$ cat config.mk
export PLATFORM = sky130hd
export DESIGN_NAME = stream_hsmooth
export DESIGN_NICKNAME = d
export VERILOG_FILES = /design/src/rtl/stream_hsmooth.sv
export SDC_FILE = /design/constraint.sdc
export NUM_CORES = 1
export LEC_CHECK = 0
export ABC_AREA = 1
export CORE_ASPECT_RATIO = 1.5
export CORE_MARGIN = 1.5
export CORE_UTILIZATION = 45
export CTS_BUF_LIST = sky130_fd_sc_hd__clkbuf_2
export DETAILED_ROUTE_END_ITERATION = 8
export PLACE_DENSITY = 0.6
export SLEW_MARGIN = 20
export SYNTH_ARGS = -nofsm -noshare
export SYNTH_HDL_FRONTEND = slang
export SYNTH_SLANG_ARGS = --single-unit
$ cat constraint.sdc
create_clock -name clk -period 3.5 [get_ports clk]
set_clock_uncertainty 0.15 [all_clocks]
set_input_delay 0.35 -clock clk [delete_from_list [all_inputs] [get_ports clk]]
set_output_delay 0.35 -clock clk [all_outputs]
set_load 0.01 [all_outputs]
$ cat src/rtl/stream_hsmooth.sv
// Horizontal [1 2 1]/4 per-channel smoother for 24-bit RGB video; optional stats via STREAM_HSMOOTH_STATS_EN.
// Latency: pixel x emitted the cycle after pixel x+1 is accepted; row-end flush and pass-through beats take 1 cycle.
// Backpressure: single output register; sink_ready drops when the output is held or during the 1-cycle row flush.
module stream_hsmooth #(
  parameter logic [10:0] IMAGE_W    = 11'd640,
  parameter int          DATA_WIDTH = 24
) (
  input  logic                  clk,
  input  logic                  reset,
  input  logic                  filter_en,
  input  logic [DATA_WIDTH-1:0] sink_data,
  input  logic                  sink_valid,
  output logic                  sink_ready,
  input  logic                  sink_sop,
  input  logic                  sink_eop,
  output logic [DATA_WIDTH-1:0] source_data,
  output logic                  source_valid,
  input  logic                  source_ready,
  output logic                  source_sop,
  output logic                  source_eop
`ifdef STREAM_HSMOOTH_STATS_EN
  ,
  output logic [15:0]           frame_count,
  output logic                  row_error
`endif
);

  typedef enum logic [2:0] {IDLE, PASS, FILL, RUN, FLUSH} state_t;

  state_t                state, state_d;
  logic [10:0]           x, x_d;
  logic [DATA_WIDTH-1:0] prev, prev_d, cur, cur_d;
  logic                  flush_eop, flush_eop_d;
  logic                  pend_sop, pend_sop_d;
  logic                  pend_video, pend_video_d;
  logic                  out_vld_d, out_sop_d, out_eop_d;
  logic [DATA_WIDTH-1:0] out_dat_d;
  logic                  out_free, accept, is_video;

  function automatic logic [DATA_WIDTH-1:0] smooth(input logic [DATA_WIDTH-1:0] a,
                                                   input logic [DATA_WIDTH-1:0] b,
                                                   input logic [DATA_WIDTH-1:0] c);
    logic [DATA_WIDTH-1:0] r;
    logic [9:0]            s;
    r = '0;
    for (int ch = 0; ch < DATA_WIDTH / 8; ch++) begin
      s = {2'b00, a[ch*8 +: 8]} + {1'b0, b[ch*8 +: 8], 1'b0} + {2'b00, c[ch*8 +: 8]};
      r[ch*8 +: 8] = 8'(s >> 2);
    end
    return r;
  endfunction

  assign out_free   = ~source_valid | source_ready;
  assign sink_ready = out_free & (state != FLUSH);
  assign accept     = sink_valid & sink_ready;
  assign is_video   = (sink_data[3:0] == 4'h0) & filter_en;

  always_comb begin
    state_d      = state;
    x_d          = x;
    prev_d       = prev;
    cur_d        = cur;
    flush_eop_d  = flush_eop;
    pend_sop_d   = pend_sop;
    pend_video_d = pend_video;
    out_vld_d    = source_valid & ~source_ready;
    out_dat_d    = source_data;
    out_sop_d    = source_sop;
    out_eop_d    = source_eop;

    // A sop outside RUN has no held pixel to flush, so it starts a new packet directly
    if (accept && sink_sop && state != RUN) begin
      out_vld_d = 1'b1;
      out_dat_d = sink_data;
      out_sop_d = 1'b1;
      out_eop_d = sink_eop;
      x_d       = '0;
      if (sink_eop)      state_d = IDLE;
      else if (is_video) state_d = FILL;
      else               state_d = PASS;
    end else begin
      case (state)
        PASS: if (accept) begin
          out_vld_d = 1'b1;
          out_dat_d = sink_data;
          out_sop_d = 1'b0;
          out_eop_d = sink_eop;
          if (sink_eop) state_d = IDLE;
        end
        FILL: if (accept) begin
          prev_d = sink_data;
          cur_d  = sink_data;
          x_d    = 11'd1;
          if (sink_eop || IMAGE_W == 11'd1) begin
            flush_eop_d = sink_eop;
            state_d     = FLUSH;
          end else begin
            state_d = RUN;
          end
        end
        RUN: if (accept) begin
          out_vld_d = 1'b1;
          out_sop_d = 1'b0;
          out_eop_d = 1'b0;
          if (sink_sop) begin
            // Abort: close the row now, park the new sop word in cur and replay it from FLUSH
            out_dat_d    = smooth(prev, cur, cur);
            cur_d        = sink_data;
            pend_sop_d   = 1'b1;
            pend_video_d = is_video;
            flush_eop_d  = sink_eop;
            state_d      = FLUSH;
          end else begin
            out_dat_d = smooth(prev, cur, sink_data);
            prev_d    = cur;
            cur_d     = sink_data;
            x_d       = x + 11'd1;
            if (x == IMAGE_W - 11'd1 || sink_eop) begin
              flush_eop_d = sink_eop;
              state_d     = FLUSH;
            end
          end
        end
        FLUSH: if (out_free) begin
          out_vld_d = 1'b1;
          out_eop_d = flush_eop;
          x_d       = '0;
          if (pend_sop) begin
            out_dat_d  = cur;
            out_sop_d  = 1'b1;
            pend_sop_d = 1'b0;
            if (flush_eop)       state_d = IDLE;
            else if (pend_video) state_d = FILL;
            else                 state_d = PASS;
          end else begin
            out_dat_d = smooth(prev, cur, cur);
            out_sop_d = 1'b0;
            state_d   = flush_eop ? IDLE : FILL;
          end
        end
        default: ;
      endcase
    end
  end

  always_ff @(posedge clk) begin
    if (reset) begin
      state        <= IDLE;
      x            <= '0;
      prev         <= '0;
      cur          <= '0;
      flush_eop    <= 1'b0;
      pend_sop     <= 1'b0;
      pend_video   <= 1'b0;
      source_valid <= 1'b0;
      source_data  <= '0;
      source_sop   <= 1'b0;
      source_eop   <= 1'b0;
    end else begin
      state        <= state_d;
      x            <= x_d;
      prev         <= prev_d;
      cur          <= cur_d;
      flush_eop    <= flush_eop_d;
      pend_sop     <= pend_sop_d;
      pend_video   <= pend_video_d;
      source_valid <= out_vld_d;
      source_data  <= out_dat_d;
      source_sop   <= out_sop_d;
      source_eop   <= out_eop_d;
    end
  end

`ifdef STREAM_HSMOOTH_STATS_EN
  logic frame_end, row_err_d;

  // x still holds pixels-in-row during the final flush; anything short of IMAGE_W is a partial row
  always_comb begin
    frame_end = (state == FLUSH) & out_free & ~pend_sop & flush_eop;
    row_err_d = (frame_end & (x != IMAGE_W)) |
                (accept & sink_sop & ((state == FILL) | (state == RUN)));
  end

  always_ff @(posedge clk) begin
    if (reset) begin
      frame_count <= '0;
      row_error   <= 1'b0;
    end else begin
      if (frame_end) frame_count <= frame_count + 16'd1;
      row_error <= row_err_d;
    end
  end
`endif

endmodule

After elaboration in Yosys (flattened, before gate mapping). Cells that the tools add are included.

Register bits: 92. Word-level logic and storage cells: 126. Output and inout port bits: 28. Bits of input ports: 31.

Bitwise gates (word level): 8. Eq/ne operators: 21. Add/subtract/negate cells: 10. Muxes and demuxes: 54. Reduce and logical (&&, ||, !) cells: 22.

Operators by type and width (count): $mux 24 (8); $pmux 24 s3 (1); $add 10x8->10 (6); $pmux 24 s2 (1); $mux 11 (4); $mux 3 (11); $pmux 11 s3 (1); $add 8x9->10 (3); $ne 3x3->1 const B (7); $mux 1 (18); $reduce_and 5->1 (3); $ne 2x2->1 const B (6); $pmux 3 s4 (1); $add 11x1->11 const B (1); $eq 11x10->1 const B (1); $mux 2 (4); $pmux 1 s2 (4); $reduce_and 4->1 (2); $reduce_and 7->1 (1); $eq 3x2->1 const B (2); $reduce_and 3->1 (2); $reduce_and 6->1 (1); $reduce_bool 3->1 (2); $reduce_or 2->1 (3); 15 further kinds (22).

Longest topological paths before layout. Gate-level depths: netlist (run 1).

Word-level depth: 8. Mapped depth: 19. Mapped depth without buffers: 19.

Worst setup path after synthesis (run 1). Ideal clock, no wire load.

Path kind: register -> register. From: reg cur[8]. To: reg source_data[14]. Library setup time: 0.117 ns. Slack: 0.530 ns. Stages on the path, launching flop included: 20. Period minus slack after synthesis: 2.970 ns. Required time: 3.233 ns. Arrival: 2.703 ns. Path buffers: 0. Cells stage by stage: dfxtp_1 ha_1 inv_1 fa_1 o21ai_0 a21oi_1 o21ai_0 xnor2_1 inv_1 ha_1 nand2_1 inv_1 a21oi_1 nand2_1 nor2_1 nor2_1 nand2_1 nand3_1 nor2_1 nor2_1.

Cells in the longest elaborated chain, start to end: 6. Elaborated cells between the ends (all ways): 9. Those cells by class: 3 x add/sub; 6 x mux.

Ends and longest elaborated chain: start, declared (RTL line 32) `logic [DATA_WIDTH-1:0] prev, prev_d, cur, cur_d;`; start signal, assigned (RTL line 163) `cur <= cur_d;`; $add 8x9->10 (RTL line 47) `s = {2'b00, a[ch*8 +: 8]} + {1'b0, b[ch*8 +: 8], 1'b0} + {2'b00, c[ch*8 +: 8]};`; $add 10x8->10 (RTL line 47); $mux 24, on equally long branches (RTL line 128, 105); $mux 24, on equally long branches (RTL line 124, 101); $pmux 24 s3 * (RTL line 82) `case (state)`; $mux 24 * (RTL line 72) `if (accept && sink_sop && state != RUN) begin`; end signal, assigned (RTL line 168) `source_data <= out_dat_d;`; end, declared (RTL line 16) `output logic [DATA_WIDTH-1:0] source_data,`.

Mark *: on every way between the ends. The rest lies on a longest branch, timed or not. The select of a mux whose other input is x is not followed. A chain may end at the register's enable or synchronous reset.

Worst setup path in the final report (run 1).
From: reg cur[0]. To: reg source_data[7].

The elaborated chain is that of the path after synthesis.

==> reports/results.tsv, run 1 <==
stage	metric	value	unit
setup_path	Startpoint Class	flop	
worst_hold_path	worst min-delay path class	input pin to flop	
route	drt drc	0	
route	drt pass-1 iters	5	
cts	CTS tree	built	
synth	syn_area_per_cell	6.34	um^2
synth	post-synthesis cell count	1127	
pwr	Leakage	3.82	nW
cts	TritonCTS Buffers	9	
pwr	Pwr Density	241	mW/mm^2
synth	sequential area share after synthesis	25.8	%
timing	RSZ-0062 raised after global routing	false	
setup_path	Worst Path Required	3.90	ns
pwr	Pint	0.00137	W
synth	number of synthesized register bits	92	
floorplanning	core area	0.0156	mm^2
synth	post-synth top area share	25.8	%
final_layout	filler cell count in the final layout	1691	
final_layout	Synth-to-Final Area Change	13.6	%
timing	Slew Viols, Final	0	
route	final wirelength	21800	um
floorplanning	Die Ht	157	um
timing	Final Hold Viols	0	
final_layout	share of cells above drive strength 1	5.56	%
route	detailed-route via count	7524	
setup_path	crit path kind	flop to flop	
cts	root buffer cell	clkbuf_2	
synth	biggest area consumer among synthesized cells	dfxtp_1	
timing	setup TNS	0	ns
route	DRT antenna net count	0	
synth	asr flop ratio synth	0	%
place	setup slack at placement	0.271	ns
floorplanning	Rows	56	
floorplanning	die footprint	0.0166	mm^2
timing	setup ws final	0.310	ns
synth	dominant cells by area after synthesis	dfxtp_1 (26%), nand2_1 (16%), ha_1 (11%)	
place	Routability Congestion	0.914	
synth	Mapped Area	0.00714	mm^2
global_route	vias in the first global route	7202	
route	Initial DRC Count	352	
pwr	Worst VDD drop	162	uV
synth	warnings from Yosys	0	
global_route	first-pass GRT wire length	35900	um
pwr	Sw Pwr	0.000583	W
cts	Worst-Skew Late Latency	0.61	ns
pwr	combinational share of power	13.5	%
setup_path	Crit. End Element	flop	
global_route	GRT Residual Overflow	0	
timing	Tightest Pin Transition	0.623	ns
cts	H-tree levels	3	
floorplanning	initial core utilization	45.9	%
cts	Max Buffers Root-to-Sink	2	
synth	most frequent cell after synthesis	nand2_1	
cts	Worst-path clk slew	0.30	ns
place	HPWL Detailed	16400	um
timing	Setup-failing EPs final	0	
place	number of I/O port buffers	58	
timing	relative slew slack	58.4	%
cts	TritonCTS Sinks	92	
final_layout	Final #Nets	1279	
route	WL/cell	15.7	um
global_route	GRT Util Overall	27.4	%
synth	distinct cell type count after synthesis	40	
global_route	initial antenna violation count	1	
cts	# hold bufs at CTS	0	
synth	Post-synth EDFFs	0	
job	max cap viols	0	
global_route	largest net degree at the start of global routing	35	
timing	min Tclk post-route	3.19	ns
setup_path	FF-to-FF path depth	18	
pwr	clock power share	30.5	%
timing	Max Fclk	314	MHz
synth	Syn Nets	1225	
synth	Post-synth top flop	dfxtp_1	
floorplanning	die width	106	um
worst_hold_path	worst hold stages	3	
pwr	switching share of power	29.8	%
setup_path	critical path fanouts, max	4	
route	vias per cell	5.41	
status	status	finished, final reports clean	
synth	leading cell types by count after synthesis	nand2_1 (312), inv_1 (113), a21oi_1 (104)	
pwr	Reg power frac	56.0	%
timing	Period Utilization, post-route	91.1	%
floorplanning	# IOs	59	
setup_path	WP data arrival	3.59	ns
-- kinds of logic after synthesis --
kind of cell	count (synthesis)	share of synthesized area, %
and+or+nand+nor	528	30.9
buffers and inverters	159	8.69
xor gates and xnor gates	18	2.21
AOI/OAI and AO/OA	263	20.3
adders and majority gates	67	12.1
DFF	92	25.8
-- layout by cell type (no fill, tap or decap), drive strengths merged, types with 3 or more instances in the layout --
| cell type | netlist | final |
|---|---|---|
| o221ai | 3 | 3 |
| xnor2 | 10 | 10 |
| o21a | 4 | 4 |
| a31oi | 32 | 32 |
| dfxtp | 92 | 92 |
| nor3 | 11 | 11 |
| or2 | 4 | 4 |
| fa | 3 | 3 |
| ha | 64 | 64 |
| nor2 | 96 | 96 |
| nand4 | 9 | 9 |
| nand3b | 3 | 3 |
| clkdlybuf4s50 | 0 | 58 |
| buf | 17 | 21 |
| nand2 | 317 | 317 |
| a21oi | 104 | 104 |
| a41oi | 4 | 4 |
| clkbuf | 19 | 9 |
| inv | 123 | 125 |
| o21ai | 100 | 100 |
| o211ai | 3 | 3 |
| nand3 | 88 | 88 |
| xor2 | 8 | 8 |
| o22ai | 3 | 3 |
| clkinv | 0 | 4 |
-- final timing paths --
path / slack [ns] / end / start
hold / removal: 0.22 / pend_video$_SDFFE_PP0P_ / filter_en
hold reg to reg: 0.36 / x[4]$_SDFFE_PP0P_ / x[4]$_SDFFE_PP0P_
setup reg to reg: 0.31 / source_data[7]$_SDFFE_PP0P_ / cur[0]$_SDFFE_PP0P_
setup / recovery: 0.31 / source_data[7]$_SDFFE_PP0P_ / cur[0]$_SDFFE_PP0P_
-- sequential cells by signal, summed over array words and instances, names as in the netlist --
signal / count
source_data: 24
prev: 24
pend_sop: 1
flush_eop: 1
source_valid: 1
pend_video: 1
state: 3
x: 11
source_eop: 1
cur: 24
source_sop: 1
-- area by class of cell --
| class | instances | area [um^2] | area share [%] |
|---|---|---|---|
| Clock inverter | 7 | 75.1 | 0.925 |
| Multi-Input combinational cell | 876 | 4680 | 57.7 |
| Clock buffer | 9 | 45.0 | 0.555 |
| Tap cell | 203 | 254 | 3.13 |
| Timing Repair Buffer | 79 | 751 | 9.25 |
| Inverter | 123 | 462 | 5.69 |
| Sequential cell | 92 | 1840 | 22.7 |
| Antenna cell | 1 | 2.50 | 0.0308 |
-- timing repair --
action	4_1_cts	5_1_grt
buffers inserted	0	0
setup endpoints to repair	0	4
resized for setup	0	2
-- routing by layer --
metal | routed length (um) | share of wire, % | track usage (%) | vias to the layer above
met3 | 694 | 3.2 | 3.15 | 43
met2 | 11300 | 52 | 52.6 | 158
met1 | 9190 | 42 | 30.5 | 3440
li1 | - | - | - | 3883
met4 | 696 | 3.2 | 10.1 | 0
met5 | 0 | 0 | 0 | -
-- stage by stage --
stage	instances	power [W]	area, um^2	utilization, %	hold slack [ns]
after CTS	1389	0.00198	8110	52.1	0.188
after detailed placement	1373	0.00138	7990	51.4	0.330
after floorplan	1127	0.00123	7140	-	0.297
after global placement	1373	0.00138	7990	51.4	0.325
after global routing	1390	0.00205	8110	52.1	0.189
final	1390	0.00195	8110	52.1	0.222
-- power by group through the flow --
stage | Clock, W | Combinational [W] | Sequential [W]
after floorplan | 0 | 0.000111 | 0.00112
final | 0.000596 | 0.000263 | 0.00109
after CTS | 0.000618 | 0.000265 | 0.00109
after detailed placement | 0 | 0.000264 | 0.00111
after global routing | 0.000661 | 0.000292 | 0.00110
after global placement | 0 | 0.000264 | 0.00111
-- critical path, stage by stage (launching register included) --
cell     delay [ns]
dfxtp_1        0.45
ha_1           0.18
inv_1          0.06
fa_1           0.40
o21ai_1        0.26
a21oi_1        0.10
o21ai_0        0.20
xnor2_1        0.14
inv_1          0.08
ha_1           0.33
nand2_1        0.10
o21ai_0        0.17
nor2_1         0.06
nand2_1        0.10
nand3_1        0.08
nand3_1        0.10
nand3_1        0.07
nor2_1         0.08
nor2_1         0.04
(Power assumes the default switching activity.)
==> run 2, diff against run 1 <==
--- a/config.mk
+++ b/config.mk
@@ -11,8 +11,8 @@
 export CORE_UTILIZATION = 45
 export CTS_BUF_LIST = sky130_fd_sc_hd__clkbuf_2
 export DETAILED_ROUTE_END_ITERATION = 8
-export PLACE_DENSITY = 0.6
 export SLEW_MARGIN = 20
 export SYNTH_ARGS = -nofsm -noshare
 export SYNTH_HDL_FRONTEND = slang
 export SYNTH_SLANG_ARGS = --single-unit
+export TNS_END_PERCENT = 100
==> results of run 2 <==
Final layout, timing and power as in run 1 (identical DEF).
